**config.mk**
```make
export PLATFORM = sky130hd
export DESIGN_NAME = sipo_deser
export DESIGN_NICKNAME = d
export VERILOG_FILES = /design/src/rtl/sipo_deser_pkg.sv /design/src/rtl/sipo_deser_bitcnt.sv /design/src/rtl/sipo_deser.sv
export SDC_FILE = /design/constraint.sdc
export NUM_CORES = 1
export LEC_CHECK = 0
export CORE_AREA = 2 2 39 41
export DETAILED_ROUTE_END_ITERATION = 10
export DIE_AREA = 0 0 41 43
export PLACE_DENSITY = 0.7
export RECOVER_POWER = 50
export SETUP_SLACK_MARGIN = 0.02
export SYNTH_ARGS = -nofsm -noshare
export SYNTH_HDL_FRONTEND = slang
export SYNTH_SLANG_ARGS = --single-unit
export TNS_END_PERCENT = 10
```
**constraint.sdc**
```tcl
create_clock -name clk -period 1.7 [get_ports clk]
set_clock_uncertainty 0.05 [all_clocks]
set_input_delay 0.51 -clock clk [delete_from_list [all_inputs] [get_ports clk]]
set_output_delay 0.51 -clock clk [all_outputs]
set_load 0.01 [all_outputs]
```
**src/rtl/sipo_deser_pkg.sv**
```systemverilog
// Shared definitions for the SIPO deserializer.
//   state_e   : framing state (HUNT waits for the first sof, SHIFT assembles words)
//   cnt_width : bit-counter width for a given word width
package sipo_deser_pkg;

    typedef enum logic {
        HUNT  = 1'b0,
        SHIFT = 1'b1
    } state_e;

    // Bits needed to count 0..width-1. Never less than 1.
    function automatic int cnt_width(input int width);
        return (width <= 2) ? 1 : $clog2(width);
    endfunction

endpackage

```
**src/rtl/sipo_deser_bitcnt.sv**
```systemverilog
// Modulo-WIDTH bit position counter for the deserializer.
//   clk, rst_n : clock, asynchronous active-low reset
//   adv        : advance by one (wraps WIDTH-1 -> 0)
//   load1      : force the count to 1 (the current bit is a word MSB); beats adv
//   cnt        : current bit position within the word
//   wrap       : cnt is at WIDTH-1, i.e. the next accepted bit completes a word
module sipo_bitcnt
    import sipo_deser_pkg::*;
#(
    parameter int WIDTH = 4,
    parameter int CNT_W = cnt_width(WIDTH)
) (
    input  logic             clk,
    input  logic             rst_n,
    input  logic             adv,
    input  logic             load1,
    output logic [CNT_W-1:0] cnt,
    output logic             wrap
);

    logic [CNT_W-1:0] cnt_q;
    logic [CNT_W-1:0] cnt_d;

    assign wrap = (cnt_q == CNT_W'(WIDTH - 1));
    assign cnt  = cnt_q;

    always_comb begin
        cnt_d = cnt_q;
        if (load1) begin
            cnt_d = CNT_W'(1);
        end else if (adv) begin
            cnt_d = wrap ? '0 : cnt_q + CNT_W'(1);
        end
    end

    always_ff @(posedge clk or negedge rst_n) begin
        if (!rst_n) begin
            cnt_q <= '0;
        end else begin
            cnt_q <= cnt_d;
        end
    end

endmodule

```
**src/rtl/sipo_deser.sv**
```systemverilog
// Serial-in parallel-out deserializer (receive end of the PISO link).
// Shifts in one bit per si_en cycle, MSB first, and presents each WIDTH-bit
// word in a holding register with a valid/ready handshake.
//   clk, rst_n : clock, asynchronous active-low reset
//   si, si_en  : serial bit and its qualifier
//   sof        : with si_en, marks si as the MSB of a new word (realign)
//   po         : assembled word (holding register)
//   po_valid   : po holds an unconsumed word
//   po_ready   : consumer takes po when po_valid && po_ready
//   overrun    : sticky, a completed word was dropped; clr_ovr clears it
module sipo_deser
    import sipo_deser_pkg::*;
#(
    parameter int WIDTH = 4,
    parameter bit ALIGN = 1'b1
) (
    input  logic             clk,
    input  logic             rst_n,
    input  logic             si,
    input  logic             si_en,
    input  logic             sof,
    output logic [WIDTH-1:0] po,
    output logic             po_valid,
    input  logic             po_ready,
    output logic             overrun,
    input  logic             clr_ovr
);

    localparam int CNT_W = cnt_width(WIDTH);

    state_e           state_q,    state_d;
    logic [WIDTH-1:0] shreg_q,    shreg_d;
    logic [WIDTH-1:0] po_q,       po_d;
    logic             po_valid_q, po_valid_d;
    logic             overrun_q,  overrun_d;

    logic [CNT_W-1:0] bit_cnt;
    logic             bit_wrap;
    logic             shift_en;
    logic             realign;
    logic             complete;
    logic [WIDTH-1:0] word;

    // In HUNT only an sof-tagged bit is taken; in SHIFT every enabled bit is.
    assign shift_en = si_en && ((state_q == SHIFT) || sof);
    assign realign  = si_en && sof;
    // An sof bit restarts the count at 1, so it can never complete a word.
    assign complete = shift_en && !realign && bit_wrap;
    assign word     = {shreg_q[WIDTH-2:0], si};

    sipo_bitcnt #(
        .WIDTH (WIDTH),
        .CNT_W (CNT_W)
    ) u_bitcnt (
        .clk   (clk),
        .rst_n (rst_n),
        .adv   (shift_en),
        .load1 (realign),
        .cnt   (bit_cnt),
        .wrap  (bit_wrap)
    );

    always_comb begin
        state_d    = state_q;
        shreg_d    = shreg_q;
        po_d       = po_q;
        po_valid_d = po_valid_q;
        overrun_d  = overrun_q;

        if (realign) begin
            state_d = SHIFT;
        end

        if (shift_en) begin
            shreg_d = word;
        end

        // Holding register: a completing word is loaded if the slot is free
        // or being emptied this same edge; otherwise it is dropped.
        if (complete) begin
            if (!po_valid_q || po_ready) begin
                po_d       = word;
                po_valid_d = 1'b1;
            end else begin
                overrun_d = 1'b1;
            end
        end else if (po_valid_q && po_ready) begin
            po_valid_d = 1'b0;
        end

        // Setting the flag wins over a clear in the same cycle.
        if (clr_ovr && !(complete && po_valid_q && !po_ready)) begin
            overrun_d = 1'b0;
        end
    end

    always_ff @(posedge clk or negedge rst_n) begin
        if (!rst_n) begin
            state_q    <= ALIGN ? HUNT : SHIFT;
            shreg_q    <= '0;
            po_q       <= '0;
            po_valid_q <= 1'b0;
            overrun_q  <= 1'b0;
        end else begin
            state_q    <= state_d;
            shreg_q    <= shreg_d;
            po_q       <= po_d;
            po_valid_q <= po_valid_d;
            overrun_q  <= overrun_d;
        end
    end

    assign po       = po_q;
    assign po_valid = po_valid_q;
    assign overrun  = overrun_q;

endmodule

```
==> qor.txt, run 1 <==
Status = completed
Die Span X = 41 um
Pin count of the biggest net entering global routing = 13
Placer Congestion = 0.720
Total congestion overflow = 0
Routed vias = 349
Worst path arrival time = 1.71 ns
Die area = 1760 um2
Min Tclk post-route = 1.60 ns
DRT Wirelength = 783 um
Final Non-Filler Cells = 74
Crit-path slowest cell = clkdlybuf4s50_1
Number of global-route vias before repair = 342
Buffers on Ports = 12
Post-Syn Nets = 45
Core area = 1380 um2
RR Startpoint = u_bitcnt.cnt[0]
Hold endpoint = po[1]
Worst R2R End = po[2]
Initial Util = 36.8%
VDD IR max = 0.552 mV
CP peak stage delay = 0.47 ns
Row count = 14
Worst min-delay path class = reg2reg
Synthesized area per cell = 13.8 um2
Worst Path Max Fanout = 5
Cell Pwr Density = 1150 nW/um2
Hold_sp = po[1]
# diodes = 0
Clock Sinks = 12
Max-Cap Viols = 0
DRT Pass-1 Iters = 3
P&R area growth vs syn = 39.8%
Hold depth = 1
Share of post-route cells with drive strength above 1 = 31.0%
Maximum clock frequency = 0.625 GHz
Crit-path cells = clkdlybuf4s50_1 > buf_4 > o21ai_0 > mux2_2
Fin nets = 67
Leakage Power = 0.338 nW
DRT antenna net count = 0
Total GRT Usage = 12.2%
CTS tree = yes
Total Power = 0.818 mW
Final hold vios = 0
CP required = 1.80 ns
Relative slew margins = 58.2%
DRC = 0
H-tree depth = 1
Vias/cell = 4.72
CTS clk-pin slew, worst paths = 0.07 ns
First-pass GRT wire length = 1350 um
Register area share after synthesis = 59.0%
Hpwl dp = 604 um
Per-cell routed wire length = 10.6 um
CP Class = in2reg
Yosys cell types = 14
Setup bufs post-CTS = 0
Initial antenna violation count = 0
IO Pins = 13
Post-synthesis register bit count = 12
Final setup fails = 0
Root Driver = clkbuf_4
Die height = 43 um
Dpl cells = 70
Period utilisation layout = 94.2%
RSZ-0062 raised after global routing = false
Most common cell after layout, fill and taps aside = dfrtp_1
DRT iter0 DRCs = 3
Critical Path Sink Type = flip-flop
Worst Tran Pin Value = 0.627 ns
Synth Cell Area = 509 um2
Final Max Tran Viols = 0
Clk buf depth = 2
Setup crit start kind = input pin
Post-Synthesis Cells = 37
Worst-Skew Late Latency = 0.27 ns
Worst reg2reg path depth = 4
Ys Warns = 0
R2R Setup Slk = 0.28 ns
TritonCTS buffer count = 3
Commonest non-fill, non-tap cells in the layout = 12 x dfrtp_1, 7 x mux2_2, 6 x dlygate4sd2_1
-- how the worst max path moves through the flow --
stage,startpoint,to,slack [ns],cells past startpoint
after floorplan,sof,po[0],0.36,3
after detailed placement,si_en,shreg_q[0],-0.19,4
after global routing,si_en,shreg_q[1],0.02,4
after CTS,sof,shreg_q[1],0.09,3
final,si_en,shreg_q[1],0.1,4
after global placement,sof,shreg_q[2],-0.19,3
-- area by class of cell --
type | count | area [um2]
Inverter | 2 | 7.51
Sequential cell | 12 | 300
Timing Repair Buffer | 17 | 146
Clock buffer | 4 | 36.3
Multi-Input combinational cell | 23 | 201
Fill cell | 129 | 672
Tap cell | 16 | 20.0
-- cell families (layout without fill, tap and decap cells) --
family	Yosys count	after routing	synth area share, %
and+or+nand+nor	9	9	14.0
muxes	7	7	15.5
AOI/OAI and AO/OA	6	6	7.62
DFF	12	12	59.0
adders and majority gates	1	1	2.46
buffers and inverters	2	23	1.47
-- state kept, by name, indices dropped and copies added, names as in the netlist --
name / flops
po: 4
shreg_q: 3
u_bitcnt.cnt: 2
overrun: 1
po_valid: 1
state_q: 1
-- synthesized netlist by cell type --
library cell,number,area share (%)
nand2_1,4,2.9
nand2b_1,1,1.2
o22ai_1,2,2.5
nor3b_1,1,1.5
nand4b_4,1,4.7
mux2_2,7,15
o21a_1,1,1.5
dfrtp_1,12,59
ha_1,1,2.5
inv_1,2,1.5
nor2b_4,1,2.7
nand3_1,1,0.98
o21ai_0,2,2.0
a21o_2,1,1.7
-- per-stage QoR --
step / hold WS [ns] / utilization [%] / setup slack [ns] / setup TNS, ns / instance area, um2
2_1_floorplan: 0.164 / - / 0.355 / 0 / 509
3_3_place_gp: 0.444 / 49.6 / -0.186 / -1.28 / 687
3_5_place_dp: 0.446 / 49.6 / -0.193 / -1.27 / 687
4_1_cts: 0.460 / 51.7 / 0.0948 / 0 / 716
5_1_grt: 0.479 / 51.4 / 0.0240 / 0 / 712
6_report: 0.455 / 51.4 / 0.0993 / 0 / 712
-- worst max-delay path, delay by kind of cell --
kind | cells | cell delay [ns]
buffers and inverters | 2 | 0.65
muxes | 1 | 0.38
AOI/OAI and AO/OA | 1 | 0.17
-- metal layers --
metal	vias up	global-route usage (%)	part of all wire (%)
met5	-	0	0
met4	0	12.0	2.4
met3	2	3.14	6.1
met2	8	17.2	51
met1	167	13.6	40
li1	172	-	-
-- repair_timing --
item | 4_1_cts | 5_1_grt
setup endpoints to repair | 6 | 0
hold buffers | 0 | 0
gates resized for setup | 6 | 0
-- where the power goes --
part	leakage, nW	internal (mW)	switching (mW)	total [mW]
sequential	0.145	0.353	0.0323	0.385
combinational	0.172	0.125	0.0837	0.209
clock	0.0210	0.130	0.0932	0.223
total	0.338	0.608	0.209	0.818
No activity file was read; power rests on OpenSTA's default activity.
==> run 2, diff against run 1 <==
--- a/config.mk
+++ b/config.mk
@@ -5,10 +5,9 @@
 export SDC_FILE = /design/constraint.sdc
 export NUM_CORES = 1
 export LEC_CHECK = 0
-export CORE_AREA = 2 2 39 41
+export CORE_UTILIZATION = 35
 export DETAILED_ROUTE_END_ITERATION = 10
-export DIE_AREA = 0 0 41 43
-export PLACE_DENSITY = 0.7
+export PLACE_DENSITY = 0.65
 export RECOVER_POWER = 50
 export SETUP_SLACK_MARGIN = 0.02
 export SYNTH_ARGS = -nofsm -noshare
==> run 2 against run 1 <==
Net effect: critical path depth unchanged; total power decreased by 0.24%; final cell count decreased by 1.4%; sequential power about the same; setup slack improved by 0.015 ns; critical path type unchanged; maximum frequency increased by 0.94%; clock power decreased by 2%; worst hold slack improved by 0.0020 ns; first-iteration DRC count increased by 100%; die area decreased by 8.6%.
==> qor.txt, run 2 (synthesis results as in run 1) <==
Status = completed
Commonest non-fill, non-tap cells in the layout = 12 x dfrtp_1, 7 x mux2_2, 6 x dlygate4sd2_1
Period utilisation layout = 93.3% (-0.87 points)
Share of post-route cells with drive strength above 1 = 29.3% (-1.7 points)
Hpwl dp = 678 um (+12%)
Critical Path Sink Type = flip-flop
Placed inst area = 686 um2 (-0.18%)
First-pass GRT wire length = 1500 um (+11%)
H-tree depth = 1 (unchanged)
CTS clk-pin slew, worst paths = 0.07 ns (about the same)
TritonCTS buffer count = 3 (unchanged)
Worst min-delay path class = reg2reg
RSZ-0062 raised after global routing = false
CTS tree = yes
Total Power = 0.816 mW (-0.24%)
Root Driver = clkbuf_4
IO Pins = 13 (unchanged)
Total GRT Usage = 15.1% (+2.9 points)
DRT Wirelength = 829 um (+5.9%)
Min Tclk post-route = 1.59 ns (-0.0149 ns)
Initial antenna violation count = 0 (unchanged)
Post-CTS Hold Fix Bufs = 0 (unchanged)
Most common cell after layout, fill and taps aside = dfrtp_1
Total congestion overflow = 0 (unchanged)
Setup crit start kind = input pin
Core area = 1330 um2 (-3.6%)
Cell Pwr Density = 1150 nW/um2 (+0.47%)
Routed vias = 350 (+0.29%)
CP required = 1.80 ns (about the same)
Dpl cells = 69 (-1.4%)
CP Class = in2reg
Number of global-route vias before repair = 358 (+4.7%)
# diodes = 0 (unchanged)
Die area = 1610 um2 (-8.6%)
Leakage Power = 0.335 nW (-1.1%)
Worst path arrival time = 1.69 ns (-0.02 ns)
Relative slew margins = 57.2% (-1.0 points)
Final setup fails = 0 (unchanged)
Buffers on Ports = 12 (unchanged)
Clock Sinks = 12 (unchanged)
Pin count of the biggest net entering global routing = 13 (unchanged)
Fin nets = 67 (unchanged)
Vias/cell = 4.79 (+1.7%)
Clk buf depth = 2 (unchanged)
Worst-Skew Late Latency = 0.27 ns (about the same)
Hold slack = 0.457 ns (+0.00204 ns)
DRT Pass-1 Iters = 4 (+1)
Placer Congestion = 0.800 (+11%)
Largest register FFs = 4 (unchanged)
Die height = 40.1 um (-6.6%)
DRT antenna net count = 0 (unchanged)
Worst Path Max Fanout = 4 (-1)
VDD IR max = 0.719 mV (+30%)
Final hold vios = 0 (unchanged)
P&R area growth vs syn = 38.8%
DRT iter0 DRCs = 6 (+3)
DRC = 0 (unchanged)
Per-cell routed wire length = 11.4 um (+7.3%)
Max-Cap Viols = 0 (unchanged)
Final Max Tran Viols = 0 (unchanged)
Row count = 13 (-1)
Worst Tran Pin Value = 0.642 ns (+0.0150 ns)
Design area = 707 um2 (-0.70%)
# fillers = 127 (-1.6%)
Final Non-Filler Cells = 73 (-1.4%)
Die Span X = 40.1 um (-2.1%)
Initial Util = 38.2% (+1.4 points)
Maximum clock frequency = 0.631 GHz (+0.94%)
[run 2: changes by cell type in the layout (fill, tap and decap cells not counted), sizes merged]
cell	before	now
buf	4	3
clkbuf	5	6
[run 2: power breakdown]
group | internal, mW | leakage (nW) | total, mW | switching, mW
sequential | 0.353 | 0.145 | 0.386 | 0.0324
clock | 0.130 | 0.0210 | 0.219 | 0.0890
combinational | 0.124 | 0.168 | 0.211 | 0.0864
total | 0.608 | 0.335 | 0.816 | 0.208
[run 2: critical path, cell delays in order]
cell and delay [ns]:
clkdlybuf4s50_1 0.45, nand4b_4 0.20, nor2b_4 0.18, mux2_2 0.35
[run 2: final timing paths]
kind                                       from         endpoint  slack (ns)  depth (start not counted)
worst max-delay path                        sof            po[0]        0.11                          4
worst max register to register  u_bitcnt.cnt[0]            po[0]        0.27                          4
max in group asynchronous                 rst_n  u_bitcnt.cnt[1]        0.46                          2
min in group asynchronous                 rst_n            po[1]        0.72                          2
worst min register to register            po[2]            po[2]        0.46                          1
worst min-delay path                      po[2]            po[2]        0.46                          1
[run 2: final cells by class]
| type | instances | area (um2) | share of cell area, % |
|---|---|---|---|
| multi-input combinational | 23 | 201 | 28.5 |
| clock buffer | 4 | 36.3 | 5.13 |
| tap | 15 | 18.8 | 2.65 |
| inverter | 2 | 7.51 | 1.06 |
| timing repair buffer | 17 | 143 | 20.2 |
| sequential | 12 | 300 | 42.5 |
[run 2: layer usage]
layer / wire [um] / share of wire, % / track usage (%) / vias to the layer above
li1: - / - / - / 176
met5: 0 / 0 / 0 / -
met1: 360 / 43 / 16.7 / 162
met3: 69 / 8.3 / 10.0 / 0
met4: 0 / 0 / 2.59 / 0
met2: 400 / 48 / 24.2 / 12
[run 2: timing repair]
action / 4_1_cts / 5_1_grt
setup endpoints to repair: 6 / 3
gates resized for setup: 6 / 1
setup buffers: 0 / 0
[run 2: through the flow]
stage          utilization [%]  worst slack, ns  setup TNS [ns]
6_report                  53.0            0.114               0
3_5_place_dp              51.4           -0.202           -1.30
3_3_place_gp              51.4           -0.167           -1.13
4_1_cts                   53.6           0.0980               0
2_1_floorplan                -            0.355               0
5_1_grt                   53.0           0.0725               0
